--- src/rtl/regfile_wb_arbiter_if.sv ---
// Bus bundle for the write-back arbiter: two requester handshakes,
// the registered register-file write port, the read bypass and the commit counters.
interface regfile_wb_arbiter_if #(
  parameter int AW = 5,
  parameter int DW = 32,
  parameter int CW = 16
);
  logic          Hold;
  logic          A_Valid;
  logic [AW-1:0] A_Wr;
  logic [DW-1:0] A_D;
  logic          A_Ready;
  logic          B_Valid;
  logic [AW-1:0] B_Wr;
  logic [DW-1:0] B_D;
  logic          B_Ready;
  logic          We;
  logic [AW-1:0] Wr;
  logic [DW-1:0] D;
  logic [AW-1:0] Ra;
  logic [AW-1:0] Rb;
  logic [DW-1:0] Qa_rf;
  logic [DW-1:0] Qb_rf;
  logic [DW-1:0] Qa;
  logic [DW-1:0] Qb;
  logic [CW-1:0] Cnt_a;
  logic [CW-1:0] Cnt_b;

  // Arbiter side
  modport slave (
    input  Hold, A_Valid, A_Wr, A_D, B_Valid, B_Wr, B_D, Ra, Rb, Qa_rf, Qb_rf,
    output A_Ready, B_Ready, We, Wr, D, Qa, Qb, Cnt_a, Cnt_b
  );

  // Requester / pipeline side
  modport master (
    output Hold, A_Valid, A_Wr, A_D, B_Valid, B_Wr, B_D, Ra, Rb, Qa_rf, Qb_rf,
    input  A_Ready, B_Ready, We, Wr, D, Qa, Qb, Cnt_a, Cnt_b
  );
endinterface

--- src/rtl/regfile_wb_arbiter.sv ---
// Round-robin arbiter sharing the single register-file write port between
// the ALU (A) and load (B) write-back paths. The write stage is registered;
// read data is bypassed from the staged write so readers see it one cycle early.
module regfile_wb_arbiter #(
  parameter int AW = 5,
  parameter int DW = 32,
  parameter int CW = 16
) (
  input logic                Clk,
  input logic                Clrn,
  regfile_wb_arbiter_if.slave bus
);

  typedef enum logic {
    REQ_A = 1'b0,
    REQ_B = 1'b1
  } req_t;

  localparam logic [CW-1:0] CNT_MAX = {CW{1'b1}};
  localparam logic [CW-1:0] CNT_ONE = {{(CW-1){1'b0}}, 1'b1};

  req_t          last_reg, last_next;
  logic          we_reg, we_next;
  logic [AW-1:0] wr_reg, wr_next;
  logic [DW-1:0] d_reg, d_next;
  logic [CW-1:0] cnt_a_reg, cnt_a_next;
  logic [CW-1:0] cnt_b_reg, cnt_b_next;
  logic          grant_a, grant_b;

  // Grant selection plus next-state for the pointer, write stage and counters
  always_comb begin
    grant_a    = 1'b0;
    grant_b    = 1'b0;
    last_next  = last_reg;
    we_next    = 1'b0;
    wr_next    = wr_reg;
    d_next     = d_reg;
    cnt_a_next = cnt_a_reg;
    cnt_b_next = cnt_b_reg;

    // Ready is masked during reset so nothing looks accepted while Clrn is low
    if (Clrn && !bus.Hold) begin
      if (bus.A_Valid && bus.B_Valid) begin
        grant_a = (last_reg == REQ_B);
        grant_b = (last_reg == REQ_A);
      end else begin
        grant_a = bus.A_Valid;
        grant_b = bus.B_Valid;
      end
    end

    if (grant_a) begin
      last_next = REQ_A;
      wr_next   = bus.A_Wr;
      d_next    = bus.A_D;
      we_next   = (bus.A_Wr != '0);
      if ((bus.A_Wr != '0) && (cnt_a_reg != CNT_MAX)) begin
        cnt_a_next = cnt_a_reg + CNT_ONE;
      end
    end else if (grant_b) begin
      last_next = REQ_B;
      wr_next   = bus.B_Wr;
      d_next    = bus.B_D;
      we_next   = (bus.B_Wr != '0);
      if ((bus.B_Wr != '0) && (cnt_b_reg != CNT_MAX)) begin
        cnt_b_next = cnt_b_reg + CNT_ONE;
      end
    end
  end

  // State registers; reset discards any staged write immediately
  always_ff @(posedge Clk or negedge Clrn) begin
    if (!Clrn) begin
      last_reg  <= REQ_B;
      we_reg    <= 1'b0;
      wr_reg    <= '0;
      d_reg     <= '0;
      cnt_a_reg <= '0;
      cnt_b_reg <= '0;
    end else begin
      last_reg  <= last_next;
      we_reg    <= we_next;
      wr_reg    <= wr_next;
      d_reg     <= d_next;
      cnt_a_reg <= cnt_a_next;
      cnt_b_reg <= cnt_b_next;
    end
  end

  // Read-after-write bypass from the staged write; r0 never bypasses
  always_comb begin
    bus.Qa = bus.Qa_rf;
    bus.Qb = bus.Qb_rf;
    if (we_reg && (wr_reg == bus.Ra) && (bus.Ra != '0)) begin
      bus.Qa = d_reg;
    end
    if (we_reg && (wr_reg == bus.Rb) && (bus.Rb != '0)) begin
      bus.Qb = d_reg;
    end
  end

  assign bus.A_Ready = grant_a;
  assign bus.B_Ready = grant_b;
  assign bus.We      = we_reg;
  assign bus.Wr      = wr_reg;
  assign bus.D       = d_reg;
  assign bus.Cnt_a   = cnt_a_reg;
  assign bus.Cnt_b   = cnt_b_reg;

endmodule

--- src/flat_wrapper.sv ---
// flat-port wrapper written by rule: the top's interface ports become plain ports
module regfile_wb_arbiter_flat 
#(
  parameter int AW = 5,
  parameter int DW = 32,
  parameter int CW = 16
)
  (Clk, Clrn, bus_Hold, bus_A_Valid, bus_A_Wr, bus_A_D, bus_B_Valid, bus_B_Wr, bus_B_D, bus_Ra, bus_Rb, bus_Qa_rf, bus_Qb_rf, bus_A_Ready, bus_B_Ready, bus_We, bus_Wr, bus_D, bus_Qa, bus_Qb, bus_Cnt_a, bus_Cnt_b);
  regfile_wb_arbiter_if #(.AW(AW), .DW(DW), .CW(CW)) bus_i ();
  input logic Clk;
  input logic Clrn;
  input wire logic [$bits(bus_i.Hold)-1:0] bus_Hold;
  input wire logic [$bits(bus_i.A_Valid)-1:0] bus_A_Valid;
  input wire logic [$bits(bus_i.A_Wr)-1:0] bus_A_Wr;
  input wire logic [$bits(bus_i.A_D)-1:0] bus_A_D;
  input wire logic [$bits(bus_i.B_Valid)-1:0] bus_B_Valid;
  input wire logic [$bits(bus_i.B_Wr)-1:0] bus_B_Wr;
  input wire logic [$bits(bus_i.B_D)-1:0] bus_B_D;
  input wire logic [$bits(bus_i.Ra)-1:0] bus_Ra;
  input wire logic [$bits(bus_i.Rb)-1:0] bus_Rb;
  input wire logic [$bits(bus_i.Qa_rf)-1:0] bus_Qa_rf;
  input wire logic [$bits(bus_i.Qb_rf)-1:0] bus_Qb_rf;
  output wire logic [$bits(bus_i.A_Ready)-1:0] bus_A_Ready;
  output wire logic [$bits(bus_i.B_Ready)-1:0] bus_B_Ready;
  output wire logic [$bits(bus_i.We)-1:0] bus_We;
  output wire logic [$bits(bus_i.Wr)-1:0] bus_Wr;
  output wire logic [$bits(bus_i.D)-1:0] bus_D;
  output wire logic [$bits(bus_i.Qa)-1:0] bus_Qa;
  output wire logic [$bits(bus_i.Qb)-1:0] bus_Qb;
  output wire logic [$bits(bus_i.Cnt_a)-1:0] bus_Cnt_a;
  output wire logic [$bits(bus_i.Cnt_b)-1:0] bus_Cnt_b;
  assign bus_i.Hold = bus_Hold;
  assign bus_i.A_Valid = bus_A_Valid;
  assign bus_i.A_Wr = bus_A_Wr;
  assign bus_i.A_D = bus_A_D;
  assign bus_i.B_Valid = bus_B_Valid;
  assign bus_i.B_Wr = bus_B_Wr;
  assign bus_i.B_D = bus_B_D;
  assign bus_i.Ra = bus_Ra;
  assign bus_i.Rb = bus_Rb;
  assign bus_i.Qa_rf = bus_Qa_rf;
  assign bus_i.Qb_rf = bus_Qb_rf;
  assign bus_A_Ready = bus_i.A_Ready;
  assign bus_B_Ready = bus_i.B_Ready;
  assign bus_We = bus_i.We;
  assign bus_Wr = bus_i.Wr;
  assign bus_D = bus_i.D;
  assign bus_Qa = bus_i.Qa;
  assign bus_Qb = bus_i.Qb;
  assign bus_Cnt_a = bus_i.Cnt_a;
  assign bus_Cnt_b = bus_i.Cnt_b;
  regfile_wb_arbiter #(.AW(AW), .DW(DW), .CW(CW)) u_core (.Clk(Clk), .Clrn(Clrn), .bus(bus_i));
endmodule
--- config.mk ---
export PLATFORM = sky130hd
export DESIGN_NAME = regfile_wb_arbiter_flat
export DESIGN_NICKNAME = d
export VERILOG_FILES = /design/src/rtl/regfile_wb_arbiter_if.sv /design/src/rtl/regfile_wb_arbiter.sv /design/src/flat_wrapper.sv
export SDC_FILE = /design/constraint.sdc
export NUM_CORES = 1
export LEC_CHECK = 0
export BUFFER_PORTS_ARGS = -buffer_cell sky130_fd_sc_hd__buf_4
export CORE_AREA = 2 2 113 115
export CTS_CLUSTER_DIAMETER = 60
export DETAILED_ROUTE_END_ITERATION = 12
export DIE_AREA = 0 0 115 117
export PLACE_DENSITY = 0.69
export SKIP_CTS_REPAIR_TIMING = 1
export SYNTH_ARGS = -nofsm -noshare
export SYNTH_HDL_FRONTEND = slang
export SYNTH_SLANG_ARGS = --single-unit
--- constraint.sdc ---
create_clock -name Clk -period 2.9 [get_ports Clk]
set_clock_uncertainty 0.15 [all_clocks]
set_input_delay 0.58 -clock Clk [delete_from_list [all_inputs] [get_ports Clk]]
set_output_delay 0.58 -clock Clk [all_outputs]
set_load 0.05 [all_outputs]
==> results.py, run 1 <==
metrics = {
    "run": {
        "maxCapViolCount": 0,
    },
    "cells_and_area": {
        "drive_gt1_share_pct": 59.2,
        "antenna_cells": 0,
        "fin_area_sq_um": 7450,
        "post-route-util_pct": 60.5,
        "largest_register_ffs": 32,
        "fin_nets": 843,
        "fin_cells": 843,
        "syn2layout_area_growth_pct": 75.5,
    },
    "timing": {
        "slew_headroom_pct": 26.7,
        "finalCriticalPeriod_ns": 2.93,
        "fin_crit_sh_pct": 101,
        "clock.fmax_mhz": 342,
        "hold_viol_final": 0,
        "hold_ws_ns": 0.0884,
        "finalSetupViolations": 10,
        "drv_slew": 0,
        "rsz0062_at_grt": "true",
        "worstMarginPinSlew_ns": 1.10,
        "fin_ws_ns": -0.0280,
    },
    "logic_synthesis": {
        "synthFlopType": "dfrtp_1",
        "synthArstFlopShare_pct": 100,
        "ys_ff_latch": 71,
        "ys_types": 46,
        "yosysWarnings": 0,
        "syn-cell-area_sq_um": 4240,
        "synthCells": 388,
        "synth_fp_nets": 543,
        "seq_area_frac_synth_pct": 41.9,
        "synth.avg_cell_area_sq_um": 10.9,
        "synth_edf_count": 0,
    },
    "clocking": {
        "clk_latency_ns": 0.32,
        "cts_tree": "built",
        "cts_sinks": 71,
        "clk_path_buf_depth": 2,
        "htreeDepth": 3,
        "clockRootBuffer": "clkbuf_16",
        "clk_pin_slew_ns": 0.06,
        "cts_buffers": 9,
    },
    "min_path": {
        "hold_class": "in2async",
    },
    "worst_setup_path": {
        "crit_cells": 9,
        "cp_top_family": "buffers and inverters",
        "start_kind": "flip-flop",
        "max_stage_delay_ns": 0.45,
        "critical_path.max_fanout": 8,
        "critical_path_class": "reg2out",
        "required_ns": 2.17,
        "arrival_ns": 2.20,
        "worst-path-buf-inv": 4,
        "end_kind": "output pin",
        "crit_path_top_delay_cell": "dfrtp_2",
        "r2r_cells": 6,
        "path_cells": "buf_4 -> nor4_1 -> nor3_1 -> a21oi_2 -> nor2_4 -> buf_12 -> clkbuf_16 -> mux2_4 -> buf_8",
    },
    "die": {
        "core_area_sq_um": 12300,
        "io_pins": 289,
        "die_y_um": 117,
        "die_w_um": 115,
        "rows": 41,
        "dieArea_sq_um": 13500,
        "start_util_pct": 34.5,
    },
    "global_route": {
        "grt_antenna_before_repair": 0,
        "grt_pass1_wl_um": 21700,
        "gr-total-overflow": 0,
        "grt_max_degree": 53,
        "track_usage_pct": 21.0,
        "grt_pass1_vias": 3886,
    },
    "power": {
        "switchingPower_mw": 1.66,
        "p_sw_share_pct": 40.3,
        "seqPwrFrac_pct": 33.1,
        "p_leak_nw": 3.59,
        "p_int_mw": 2.47,
        "power.share.combinational_pct": 40.7,
        "clkPwrFrac_pct": 26.2,
        "ir_drop_uv": 485,
        "p_per_area_nw_per_um2": 555,
    },
    "place": {
        "io_buffers": 288,
        "dp_hpwl_um": 12100,
        "gp_congestion": 0.901,
        "place_area_sq_um": 6620,
        "placedCellCount": 816,
    },
    "routing": {
        "vias_per_cell": 5.05,
        "wl_um": 16300,
        "routedWlPerCell_um": 19.4,
        "firstDrtPassIters": 4,
        "num_vias": 4259,
        "postRouteAntennaNets": 0,
        "first_iter_violations": 229,
        "drc": 0,
    },
    "status": {
        "status": "finished with violations",
        "failed_checks": "setup timing",
    },
}
==> routing by layer <==
metal	track usage, %	share of wire [%]	up-vias
li1	-	-	2008
met1	26.7	39	2047
met2	35.1	52	171
met3	4.84	6.6	33
met4	7.71	2.9	0
met5	0	0	-
==> cells in the mapped netlist (all sizes together), types with 3 or more instances <==
master  instances  area share [%]
nor4            5             1.1
nor2            4            0.41
a21oi           3            0.62
o21ai          34             4.0
nand2          44             3.9
dfrtp          70              41
mux2i          32             7.6
buf            11             1.7
xor2           10             2.1
mux2           65              17
inv             8            0.71
a222oi          5             1.2
nand4          12             1.8
xnor2          28             5.8
nand3          16             2.2
and3            8             1.2
clkbuf          7            0.62
nor3            7            0.94
==> kinds of logic after synthesis <==
| group | Yosys count | share of synthesized area, % |
|---|---|---|
| DFF | 71 | 41.9 |
| and+or+nand+nor | 107 | 14.1 |
| adders and majority gates | 2 | 0.590 |
| buffers and inverters | 26 | 2.98 |
| AOI/OAI and AO/OA | 47 | 7.64 |
| xor gates and xnor gates | 38 | 7.85 |
| muxes | 97 | 24.9 |
==> worst paths after layout <==
| path | from | to | slack [ns] |
|---|---|---|---|
| worst max-delay path | u_core.bus.Wr[3]$_DFFE_PN0P_ | bus_Qa[14] | -0.03 |
| worst min-delay path | Clrn | u_core.bus.Wr[4]$_DFFE_PN0P_ | 0.09 |
| worst max register to register | u_core.bus.Cnt_b[0]$_DFFE_PN0P_ | u_core.bus.Cnt_b[15]$_DFFE_PN0P_ | 0.77 |
| worst min register to register | u_core.bus.Cnt_a[15]$_DFFE_PN0P_ | u_core.bus.Cnt_a[15]$_DFFE_PN0P_ | 0.34 |
| max in group asynchronous | Clrn | u_core.bus.Cnt_b[12]$_DFFE_PN0P_ | 1.93 |
| min in group Clk | bus_A_Valid | u_core.last_reg$_DFFE_PN1P_ | 0.32 |
==> cell usage in the layout (no fill, tap or decap), drive strengths merged, types with 10 or more instances in the layout <==
master / Yosys / final
buf: 11 / 304
clkbuf: 7 / 14
dfrtp: 70 / 70
mux2: 65 / 65
mux2i: 32 / 32
nand2: 44 / 44
nand3: 16 / 16
nand4: 12 / 12
o21ai: 34 / 34
xnor2: 28 / 28
xor2: 10 / 10
==> stage by stage <==
step	TNS [ns]	setup slack (ns)	power, mW
after floorplan	0	0.139	2.33
after global placement	0	0.106	2.94
after detailed placement	0	0.0918	2.96
after CTS	-1.58	-0.0463	4.07
after global routing	-1.63	-0.0775	4.32
final	-0.142	-0.0280	4.13
==> cell type report <==
| type | count | area (sq um) |
|---|---|---|
| clock inverters | 5 | 57.6 |
| well taps | 150 | 188 |
| clock buffers | 11 | 243 |
| multi-input cells | 291 | 2500 |
| repair buffers | 307 | 2650 |
| fillers | 1040 | 4870 |
| flip-flops and latches | 71 | 1780 |
| inverters | 8 | 30.0 |
==> power by group through the flow <==
stage	clock (mW)	combinational (mW)	sequential, mW
floorplan	0	0.516	1.81
global placement	0	1.57	1.37
detailed placement	0	1.59	1.37
CTS	1.12	1.59	1.36
global route	1.17	1.76	1.39
finish	1.08	1.68	1.37
No activity file was read; power rests on OpenSTA's default activity.
==> run 2: changes to the inputs <==
--- a/config.mk
+++ b/config.mk
@@ -6,11 +6,12 @@
 export NUM_CORES = 1
 export LEC_CHECK = 0
 export BUFFER_PORTS_ARGS = -buffer_cell sky130_fd_sc_hd__buf_4
-export CORE_AREA = 2 2 113 115
+export CORE_AREA = 2 2 112 114
+export CTS_BUF_LIST = sky130_fd_sc_hd__clkbuf_4
 export CTS_CLUSTER_DIAMETER = 60
 export DETAILED_ROUTE_END_ITERATION = 12
-export DIE_AREA = 0 0 115 117
-export PLACE_DENSITY = 0.69
+export DIE_AREA = 0 0 114 116
+export PLACE_DENSITY = 0.7
 export SKIP_CTS_REPAIR_TIMING = 1
 export SYNTH_ARGS = -nofsm -noshare
 export SYNTH_HDL_FRONTEND = slang
==> run 2 against run 1 <==
The run still ends with setup timing left. Sequential cell count did not move. Die area decreased by 1.7%. Combinational power up 5%. Sequential power barely moved. Largest cell class unchanged. Largest power group unchanged.
==> results.py, run 2 (synthesized netlist as in run 1, its figures left out) <==
metrics = {
    "worst_setup_path": {
        "required_ns": 2.17,
        "end_kind": "output pin",
        "arrival_ns": 2.50,
        "path_cells": "buf_6 -> xor2_1 -> nor3_1 -> nand3_1 -> nor2_4 -> buf_8 -> mux2_2 -> buf_4",
        "r2r-end": "u_core.bus.Cnt_b[11]$_DFFE_PN0P_",
        "r2r_slack_ns": 0.78,
        "critical_path_class": "reg2out",
        "r2r-start": "u_core.bus.Cnt_b[0]$_DFFE_PN0P_",
        "r2r_cells": 6,
        "max_stage_delay_ns": 0.42,
        "start_kind": "flip-flop",
        "crit_path_start": "u_core.bus.Wr[2]$_DFFE_PN0P_",
        "crit_path_top_delay_cell": "dfrtp_1",
        "critical_path.max_fanout": 8,
    },
    "power": {
        "switchingPower_mw": 1.67,
        "clkPwrFrac_pct": 17.3,
        "p_int_mw": 2.09,
        "fin_total_pwr_mw": 3.76,
        "seqPwrFrac_pct": 35.7,
        "ir_drop_uv": 592,
        "p_leak_nw": 3.60,
        "power.share.combinational_pct": 47.0,
        "p_per_area_nw_per_um2": 508,
        "p_sw_share_pct": 44.4,
    },
    "status": {
        "failed_checks": "setup timing",
        "status": "finished with violations",
    },
    "routing": {
        "postRouteAntennaNets": 0,
        "num_vias": 4291,
        "vias_per_cell": 5.03,
        "first_iter_violations": 181,
        "wl_um": 16600,
        "drc": 0,
        "routedWlPerCell_um": 19.4,
        "firstDrtPassIters": 6,
    },
    "cells_and_area": {
        "largest_register_ffs": 32,
        "final_common_cell": "buf_4",
        "drive_gt1_share_pct": 60.1,
        "layout_common_cells": "258 x buf_4, 69 x dfrtp_1, 44 x nand2_1",
        "fin_nets": 855,
        "fill_cells": 985,
        "syn2layout_area_growth_pct": 74.8,
    },
    "timing": {
        "hold_viol_final": 0,
        "finalCriticalPeriod_ns": 3.23,
        "finalSetupViolations": 63,
        "hold_ws_ns": 0.0434,
        "fin_crit_sh_pct": 111,
        "slew_headroom_pct": 36.1,
        "drv_slew": 0,
        "clock.fmax_mhz": 310,
        "fin_ws_ns": -0.328,
        "rsz0062_at_grt": "true",
        "worstMarginPinSlew_ns": 0.956,
    },
    "place": {
        "dp_hpwl_um": 12600,
        "gp_congestion": 0.893,
        "preCtsSetupSlack_ns": -0.528,
        "io_buffers": 288,
    },
    "clocking": {
        "clockRootBuffer": "clkbuf_4",
        "cts_sinks": 71,
        "clk_latency_ns": 0.41,
        "cts_tree": "built",
        "cts_buffers": 9,
        "clk_pin_slew_ns": 0.13,
        "htreeDepth": 3,
        "clk_path_buf_depth": 2,
    },
    "global_route": {
        "grt_antenna_before_repair": 3,
        "grt_max_degree": 43,
        "grt_pass1_wl_um": 22900,
        "grt_pass1_vias": 4212,
        "track_usage_pct": 22.8,
        "gr-total-overflow": 0,
    },
    "die": {
        "rows": 40,
        "dieArea_sq_um": 13200,
        "start_util_pct": 35.6,
        "core_area_sq_um": 11900,
        "io_pins": 289,
        "die_w_um": 114,
        "die_y_um": 116,
    },
    "min_path": {
        "hold_class": "in2async",
    },
    "run": {
        "maxCapViolCount": 0,
    },
}
run 2: per-stage QoR:
step	area [sq um]	TNS (ns)	std cells	util (%)
detailed placement	6670	-13.89	821	56.0
global placement	6670	-11.29	821	56.0
CTS	6820	-29.57	837	57.3
floorplan	4240	0	388	-
global route	7410	-17.75	852	62.2
finish	7410	-9.93	853	62.2
run 2: layout make-up:
class,count,area (sq um),share of cell area [%]
inverters,8,30.0,0.405
well taps,147,184,2.48
repair buffers,319,2760,37.3
clock buffers,9,67.6,0.911
multi-input cells,291,2510,33.8
flip-flops and latches,71,1780,24.0
clock inverters,7,81.3,1.10
diodes,1,2.50,0.0337
run 2: routing by layer:
layer	wire length [um]	GRT usage, %	vias up
met5	30	0	-
met4	298	8.13	4
met3	1390	7.11	28
met2	8410	37.6	176
met1	6440	28.2	2053
li1	-	-	2030
run 2: how the worst max path moves through the flow:
stage | slack, ns | end | cells after the start
floorplan | 0.14 | bus_Qa[2] | 6
global placement | -0.43 | bus_Qb[14] | 7
detailed placement | -0.53 | bus_Qb[15] | 7
CTS | -0.73 | bus_Qb[15] | 6
global route | -0.46 | bus_Qa[0] | 8
finish | -0.33 | bus_Qa[0] | 8
run 2: power groups by stage:
stage,sequential [mW],clock (mW),combinational [mW]
after floorplan,1.81,0,0.516
after global placement,1.35,0,1.62
after detailed placement,1.36,0,1.64
after CTS,1.34,0.681,1.65
after global routing,1.37,0.736,1.85
final,1.34,0.653,1.77
run 2: critical path, delay by kind of cell, from the launching register on:
family | cells | cell delay (ns)
DFF | 1 | 0.42
muxes | 1 | 0.36
buffers and inverters | 3 | 0.52
xor gates and xnor gates | 1 | 0.13
and+or+nand+nor | 3 | 0.64
==> run 3: changes to the inputs <==
--- a/config.mk
+++ b/config.mk
@@ -11,7 +11,7 @@
 export CTS_CLUSTER_DIAMETER = 60
 export DETAILED_ROUTE_END_ITERATION = 12
 export DIE_AREA = 0 0 114 116
-export PLACE_DENSITY = 0.7
+export PLACE_DENSITY = 0.69
 export SKIP_CTS_REPAIR_TIMING = 1
 export SYNTH_ARGS = -nofsm -noshare
 export SYNTH_HDL_FRONTEND = slang
==> run 3 against run 2 <==
The flow still finishes with violations (setup timing). Combinational power is 8% lower. Global-route usage is 0.49 points lower. Setup slack better by 0.22 ns. Cell area is 5.8% lower. Critical path depth is 1 lower. Cell count is 2.5% lower. Sequential cell count stayed put. Sequential power hardly changed. Register-to-register slack hardly changed. Non-clock buffer count is 20 lower. Utilization is 3.6 points lower. Die area stayed put. Critical endpoint is now bus_Qa[2]. Largest cell class unchanged.
==> results.py, run 3 (synthesized netlist as in run 1, its figures left out) <==
metrics = {
    "power": {
        "ir_drop_uv": 486,
        "p_leak_nw": 3.35,
        "fin_total_pwr_mw": 3.70,
        "p_per_area_nw_per_um2": 530,
    },
    "min_path": {
        "hold_path_end": "u_core.last_reg$_DFFE_PN1P_",
        "hold_class": "in2reg",
        "hold_start": "bus_A_Valid",
        "hold-path-cell-count": 2,
    },
    "timing": {
        "finalCriticalPeriod_ns": 3.01,
        "finalSetupViolations": 63,
        "hold_viol_final": 0,
        "hold_ws_ns": 0.230,
        "drv_slew": 0,
        "rsz0062_at_grt": "true",
        "slew_headroom_pct": 40.3,
        "fin_ws_ns": -0.109,
        "fin_tns_setup_ns": -3.28,
        "worstMarginPinSlew_ns": 0.895,
        "clock.fmax_mhz": 332,
        "fin_crit_sh_pct": 104,
    },
    "routing": {
        "firstDrtPassIters": 4,
        "postRouteAntennaNets": 0,
        "drc": 0,
        "wl_um": 15600,
        "first_iter_violations": 215,
        "routedWlPerCell_um": 18.8,
        "vias_per_cell": 5.02,
        "num_vias": 4178,
    },
    "die": {
        "die_y_um": 116,
        "core_area_sq_um": 11900,
        "dieArea_sq_um": 13200,
        "die_w_um": 114,
        "rows": 40,
        "start_util_pct": 35.6,
        "io_pins": 289,
    },
    "clocking": {
        "clk_pin_slew_ns": 0.12,
        "cts_tree": "built",
        "clk_latency_ns": 0.40,
        "cts_sinks": 71,
        "htreeDepth": 3,
        "clk_path_buf_depth": 2,
        "cts_buffers": 9,
        "clockRootBuffer": "clkbuf_4",
    },
    "cells_and_area": {
        "multi_input_area_sq_um": 2390,
        "drive_gt1_share_pct": 58.5,
        "syn2layout_area_growth_pct": 64.7,
        "fill_cells": 1033,
        "fin_cells": 832,
        "final_common_cell": "buf_4",
        "seqCellArea_sq_um": 1780,
        "layout_common_cells": "261 x buf_4, 65 x dfrtp_1, 59 x mux2_2",
        "largest_register_ffs": 32,
        "fin_nets": 835,
        "antenna_cells": 0,
    },
    "worst_setup_path": {
        "crit_path_top_delay_cell": "dfrtp_2",
        "start_kind": "flip-flop",
        "max_stage_delay_ns": 0.48,
        "cp_top_family": "flip-flops",
        "r2r-start": "u_core.bus.Cnt_b[0]$_DFFE_PN0P_",
        "r2r_cells": 6,
        "r2r_slack_ns": 0.78,
        "r2r-end": "u_core.bus.Cnt_b[11]$_DFFE_PN0P_",
        "path_cells": "xor2_1 -> nor3_1 -> nand3_1 -> nor2_4 -> buf_12 -> mux2_1 -> buf_4",
        "critical_path.max_fanout": 32,
        "required_ns": 2.17,
        "end_kind": "output pin",
        "arrival_ns": 2.28,
        "critical_path_class": "reg2out",
        "worst-path-buf-inv": 2,
    },
    "status": {
        "status": "finished with violations",
        "failed_checks": "setup timing",
    },
    "global_route": {
        "track_usage_pct": 22.3,
        "gr-total-overflow": 0,
        "grt_antenna_before_repair": 1,
        "grt_pass1_vias": 3950,
        "grt_max_degree": 72,
        "grt_pass1_wl_um": 22700,
    },
    "place": {
        "gp_congestion": 0.952,
        "dp_hpwl_um": 12400,
        "io_buffers": 288,
        "preCtsSetupSlack_ns": 0.0495,
        "placedCellCount": 812,
    },
    "run": {
        "maxCapViolCount": 0,
    },
}
run 3: cell types whose count changed in the layout (fill, tap and decap cells not counted), sizes merged:
cell	previous run	this run
buf	317	298
bufinv	1	2
clkbuf	11	10
clkinv	4	2
diode	1	0
clkinvlp	1	2
run 3: stage by stage:
stage	utilization, %	instance area, sq um
after detailed placement	55.5	6620
after global routing	58.6	6980
after floorplan	-	4240
after global placement	55.5	6620
after CTS	56.9	6780
final	58.6	6980
run 3: worst max path at each step:
stage          slack, ns  depth (start not counted)                    startpoint    endpoint
6_report           -0.11                          7  u_core.bus.Wr[2]$_DFFE_PN0P_   bus_Qa[2]
2_1_floorplan       0.14                          6  u_core.bus.Wr[2]$_DFFE_PN0P_   bus_Qa[2]
3_5_place_dp        0.05                          7                     bus_Rb[4]   bus_Qb[7]
4_1_cts            -0.19                          6  u_core.bus.Wr[4]$_DFFE_PN0P_   bus_Qb[7]
3_3_place_gp        0.13                          8                     bus_Ra[2]  bus_Qa[25]
5_1_grt            -0.20                          7  u_core.bus.Wr[2]$_DFFE_PN0P_   bus_Qa[2]
run 3: power breakdown:
group | switching (mW) | leakage [nW] | internal (mW) | total [mW]
combinational | 1.03 | 2.37 | 0.592 | 1.62
sequential | 0.226 | 0.905 | 1.14 | 1.37
clock | 0.368 | 0.0802 | 0.351 | 0.719
run 3: worst reg2reg max path: stages (launching register included):
cell	delay, ns
dfrtp_1	0.45
ha_1	0.22
and3_1	0.22
and3_1	0.25
a2111oi_4	0.43
nand3_1	0.15
xnor2_1	0.15
run 3: area by class of cell:
type	count	area share, %
Sequential cell	71	25.5
Clock buffer	9	0.967
Tap cell	147	2.63
Inverter	8	0.430
Timing Repair Buffer	299	34.9
Clock inverter	7	1.38
Multi-Input combinational cell	291	34.2
run 3: layer usage:
metal	part of all wire, %	up-vias	global-route usage [%]
li1	-	1998	-
met4	1.3	2	6.18
met1	41	2005	28.8
met3	6.5	21	4.86
met2	51	152	37.8
met5	0.064	-	0
